===== src/rtl/alu_arbiter.sv =====
// alu_arbiter: shares one multi-cycle ALU between two requesters.
// One operation in flight at a time. The arbitration is round-robin between the two requesters.
// A wait counter aborts the operation when alu_done does not arrive within TIMEOUT WAIT cycles.
module alu_arbiter #(
    parameter int TIMEOUT = 255
) (
    input  logic        clk,
    input  logic        rst,
    input  logic        req0_valid,
    input  logic        req1_valid,
    output logic        req0_ready,
    output logic        req1_ready,
    input  logic [31:0] req0_op1,
    input  logic [31:0] req1_op1,
    input  logic [31:0] req0_op2,
    input  logic [31:0] req1_op2,
    output logic        rsp0_valid,
    output logic        rsp1_valid,
    input  logic        rsp0_ready,
    input  logic        rsp1_ready,
    output logic [31:0] rsp_result,
    output logic [3:0]  rsp_flags,
    output logic        alu_start,
    output logic [31:0] alu_op1,
    output logic [31:0] alu_op2,
    input  logic        alu_done,
    input  logic [31:0] alu_result,
    input  logic [3:0]  alu_flags,
    output logic        timeout_err
);

    // The counter holds the number of WAIT cycles already spent (0..TIMEOUT-1).
    // The timeout fires in the cycle where that count would reach TIMEOUT.
    localparam int CNT_W = (TIMEOUT < 2) ? 1 : $clog2(TIMEOUT);
    localparam logic [CNT_W-1:0] CNT_LAST = CNT_W'(TIMEOUT - 1);

    typedef enum logic [1:0] {
        IDLE  = 2'd0,
        ISSUE = 2'd1,
        WAIT  = 2'd2,
        RESP  = 2'd3
    } state_t;

    state_t state_reg, state_next;

    logic [31:0]      op1_reg, op2_reg;
    logic [31:0]      rsp_result_reg;
    logic [3:0]       rsp_flags_reg;
    logic [CNT_W-1:0] cnt_reg;
    logic             grant_reg;      // requester owning the current operation
    logic             last_reg;       // requester served most recently
    logic             timeout_err_reg;

    logic [1:0] req_valid;
    logic [1:0] rsp_ready;
    logic [1:0] req_ready_vec;
    logic [1:0] rsp_valid_vec;
    logic       any_req;
    logic       winner;
    logic       grant_fire;
    logic       rsp_fire;
    logic       cnt_expired;

    assign req_valid = {req1_valid, req0_valid};
    assign rsp_ready = {rsp1_ready, rsp0_ready};
    assign any_req   = |req_valid;
    // On contention the requester not served last wins; otherwise the lone requester wins.
    assign winner      = (req_valid == 2'b11) ? ~last_reg : req_valid[1];
    // Ready is gated by rst so nothing is accepted while reset is held.
    assign grant_fire  = (state_reg == IDLE) && any_req && !rst;
    assign rsp_fire    = (state_reg == RESP) && rsp_ready[grant_reg];
    assign cnt_expired = (cnt_reg == CNT_LAST);

    // State register
    always_ff @(posedge clk or posedge rst) begin
        if (rst) begin
            state_reg <= IDLE;
        end else begin
            state_reg <= state_next;
        end
    end

    // Next-state logic; alu_done outside WAIT has no effect
    always_comb begin
        state_next = state_reg;
        case (state_reg)
            IDLE:  if (any_req) state_next = ISSUE;
            ISSUE: state_next = WAIT;
            WAIT:  if (alu_done || cnt_expired) state_next = RESP;
            RESP:  if (rsp_fire) state_next = IDLE;
            default: state_next = IDLE;
        endcase
    end

    // Output decode: per-requester handshakes and the ALU launch pulse
    always_comb begin
        alu_start = (state_reg == ISSUE);
    end

    for (genvar gi = 0; gi < 2; gi++) begin : g_port
        assign req_ready_vec[gi] = grant_fire && (winner == gi[0]);
        assign rsp_valid_vec[gi] = (state_reg == RESP) && (grant_reg == gi[0]);
    end

    assign req0_ready  = req_ready_vec[0];
    assign req1_ready  = req_ready_vec[1];
    assign rsp0_valid  = rsp_valid_vec[0];
    assign rsp1_valid  = rsp_valid_vec[1];
    assign alu_op1     = op1_reg;
    assign alu_op2     = op2_reg;
    assign rsp_result  = rsp_result_reg;
    assign rsp_flags   = rsp_flags_reg;
    assign timeout_err = timeout_err_reg;

    // Datapath: operand capture, wait counter, response capture, round-robin pointer
    always_ff @(posedge clk or posedge rst) begin
        if (rst) begin
            op1_reg         <= '0;
            op2_reg         <= '0;
            rsp_result_reg  <= '0;
            rsp_flags_reg   <= '0;
            cnt_reg         <= '0;
            grant_reg       <= 1'b0;
            last_reg        <= 1'b1;   // makes requester 0 win the first contention
            timeout_err_reg <= 1'b0;
        end else begin
            case (state_reg)
                IDLE: begin
                    if (any_req) begin
                        op1_reg   <= winner ? req1_op1 : req0_op1;
                        op2_reg   <= winner ? req1_op2 : req0_op2;
                        grant_reg <= winner;
                    end
                end
                ISSUE: begin
                    cnt_reg <= '0;
                end
                WAIT: begin
                    // A done arriving on the last allowed cycle beats the timeout
                    if (alu_done) begin
                        rsp_result_reg <= alu_result;
                        rsp_flags_reg  <= alu_flags;
                    end else if (cnt_expired) begin
                        rsp_result_reg  <= '0;
                        rsp_flags_reg   <= '0;
                        timeout_err_reg <= 1'b1;
                    end else begin
                        cnt_reg <= cnt_reg + 1'b1;
                    end
                end
                RESP: begin
                    if (rsp_fire) last_reg <= grant_reg;
                end
                default: ;
            endcase
        end
    end

endmodule


===== config.mk =====
export PLATFORM = sky130hd
export DESIGN_NAME = alu_arbiter
export DESIGN_NICKNAME = d
export VERILOG_FILES = /design/src/rtl/alu_arbiter.sv
export SDC_FILE = /design/constraint.sdc
export NUM_CORES = 1
export LEC_CHECK = 0
export CORE_MARGIN = 10
export CORE_UTILIZATION = 42
export DETAILED_ROUTE_END_ITERATION = 8
export PLACE_DENSITY = 0.86
export SETUP_SLACK_MARGIN = 0.5
export SLEW_MARGIN = 40
export SYNTH_ARGS = -nofsm -noshare
export SYNTH_HDL_FRONTEND = slang
export SYNTH_SLANG_ARGS = --single-unit

===== constraint.sdc =====
create_clock -name clk -period 9.79 [get_ports clk]
set_clock_uncertainty 0.1 [all_clocks]
set_input_delay 0.979 -clock clk [delete_from_list [all_inputs] [get_ports clk]]
set_output_delay 0.979 -clock clk [all_outputs]
set_load 0.03 [all_outputs]

==> impl_metrics.json <==
{
  "status": "completed",
  "fp.dieH_um": 129,
  "cts.sinks": 113,
  "cts_tree": "yes",
  "die-area_um2": 16700,
  "vias": 4490,
  "hold_viol": 0,
  "synth_top_area_share": 0.558,
  "critPathCaptureType": "output port",
  "postCtsSetupRepairBufs": 0,
  "drv_cap": 0,
  "nets": 894,
  "routed_wl_um": 17800,
  "num_rows": 39,
  "power_mw": 2.73,
  "p_leak_nw": 3.75,
  "regArea_um2": 2830,
  "synth.distinct_cells": 42,
  "hold_path_class": "register to register",
  "h-tree-depth": 4,
  "die-width_um": 129,
  "via_per_inst": 5.15,
  "hpwl_um": 14000,
  "clk_latency_ns": 0.41,
  "fin_crit_sh": 0.411,
  "syn-num-nets": 625,
  "gp_congestion": 0.795,
  "drc": 0,
  "wl_per_cell_um": 20.4,
  "cts_buffer_depth": 2,
  "placeableCoreArea_um2": 11600,
  "setup_violations": 0,
  "ios": 277,
  "ys_seq_area_frac": 0.564,
  "numCtsBuffers": 17,
  "cp_max_fo": 9,
  "rrSetupSlack_ns": 7.51,
  "synth_top_cells_by_area": "dfrtp_1, mux2i_1, o21ai_0",
  "fmax_mhz": 249,
  "final_cell_area_um2": 8430,
  "max_slew_margin": 0.517,
  "cp.required_ns": 8.71,
  "syn_area_um2": 5020,
  "dr.pass1.iters": 4,
  "dp.cells": 841,
  "yosysWarnings": 0,
  "grt_pass1_wl_um": 26700,
  "antenna_found_initial": 0,
  "stdcell_count": 872,
  "cts_resized": 0,
  "root_buffer": "clkbuf_16",
  "setup-tns-final_ns": 0,
  "layout_commonest_cell": "clkdlybuf4s50_1",
  "drt_iter0_drc": 163,
  "portBuffers": 276,
  "power_density_nw_per_um2": 324,
  "worst_hold_slack_ns": 0.375,
  "num-fill-cells": 798,
  "tightestPinTransition_ns": 0.722,
  "rr_worst_depth": 6,
  "areaGrowthSynthToFinish_pct": 68.0,
  "grt_overflow": 0,
  "track_usage": 0.208,
  "r2r-end": "cnt_reg[6]$_DFFE_PP0P_",
  "dpl_cell_area_um2": 7900,
  "grt_max_degree": 85,
  "avgSynthCellArea_um2": 11.2,
  "hold_buffers": 0,
  "period_needed_ns": 4.02,
  "cp.arrival_ns": 2.94,
  "ant_nets": 0,
  "critPathCapture": "req1_ready",
  "initial_core_util": 0.434,
  "ys_seq_elements": 113,
  "dp_slack_ns": 5.75,
  "max-vdd-ir-drop_uv": 175,
  "startpoint": "req1_valid",
  "drive_gt1_frac": 0.0631,
  "clkTransAtPathRegs_ns": 0.05,
  "drv_slew": 0,
  "layout_setup_ws_ns": 5.77,
  "worstSetupStartpointType": "primary input",
  "grt_setup_unrepaired": "no",
  "grt_pass1_vias": 4877,
  "n_antenna_cell": 0,
  "final_cell_mix": "clkdlybuf4s50_1, dfrtp_1, nand2_1",
  "netlist_instances": 448,
  "r2r-start": "state_reg[0]$_DFFE_PP0P_",
  "finish.utilization": 0.729,
  "yosys.area.top_type": "dfrtp_1",
  "multi_input_area_um2": 2050,
  "worstSetupPathType": "primary input to output port"
}
==> critical path, cell delays in order <==
cell	delay [ns]
clkdlybuf4s50_1	0.54
a21boi_4	0.46
nand2_1	0.13
nor2_1	0.11
clkdlybuf4s50_1	0.71
==> cells in the mapped netlist, drive strengths merged <==
cell type,instances
a31oi,2
nor2,7
o311ai,1
and2,2
dfrtp,112
a2bb2oi,1
o21bai,2
a21oi,2
nand2,73
a22oi,1
nor4b,1
o21ba,1
mux2,1
a311o,2
nand4,1
and3,1
o211ai,2
ha,6
nor2b,3
o32ai,1
a21boi,2
dfstp,1
a31o,2
or4,3
nand3,6
a22o,37
or2b,2
nor3,3
or4b,1
o21ai,65
clkbuf,21
nand2b,1
buf,10
inv,6
mux2i,65
or3,1
==> worst min path at each step <==
stage                     depth (start not counted)                     from                 endpoint
after CTS                                         1  timeout_err$_DFFE_PP0P_  timeout_err$_DFFE_PP0P_
after detailed placement                          1  timeout_err$_DFFE_PP0P_  timeout_err$_DFFE_PP0P_
after global placement                            1  timeout_err$_DFFE_PP0P_  timeout_err$_DFFE_PP0P_
final                                             2  alu_op1[14]$_DFFE_PP0N_  alu_op1[14]$_DFFE_PP0N_
after floorplan                                   1   cnt_reg[0]$_DFFE_PP0P_   cnt_reg[0]$_DFFE_PP0P_
after global routing                              2   alu_op1[6]$_DFFE_PP0N_   alu_op1[6]$_DFFE_PP0N_
==> layer usage <==
layer | part of all wire | up-vias | global-route usage | wire length (µm)
met5 | 0 | - | 0 | 0
met4 | 0.028 | 0 | 0.0863 | 502
met3 | 0.12 | 38 | 0.110 | 2090
met2 | 0.51 | 221 | 0.359 | 9050
met1 | 0.35 | 2097 | 0.206 | 6180
li1 | - | 2134 | - | -
==> kinds of logic (layout without fill, tap and decap cells) <==
| kind of cell | Yosys count | in the layout | share of synthesized area |
|---|---|---|---|
| adders and majority gates | 6 | 6 | 0.0150 |
| buffers and inverters | 37 | 318 | 0.0332 |
| AOI/OAI and AO/OA | 121 | 121 | 0.161 |
| and+or+nand+nor | 105 | 105 | 0.0952 |
| DFF | 113 | 113 | 0.564 |
| muxes | 66 | 66 | 0.132 |
==> area by class of cell <==
| class | instances | area share |
|---|---|---|
| sequential | 113 | 0.335 |
| timing repair buffer | 281 | 0.334 |
| multi-input combinational | 298 | 0.243 |
| clock buffer | 24 | 0.0559 |
| tap | 143 | 0.0212 |
| clock inverter | 7 | 0.00712 |
| inverter | 6 | 0.00297 |
==> power breakdown <==
part	total, mW	internal [mW]	switching (mW)
clock	0.558	0.357	0.201
combinational	1.37	0.573	0.798
sequential	0.803	0.679	0.124
total	2.73	1.61	1.12
No activity file was read; power rests on OpenSTA's default activity.
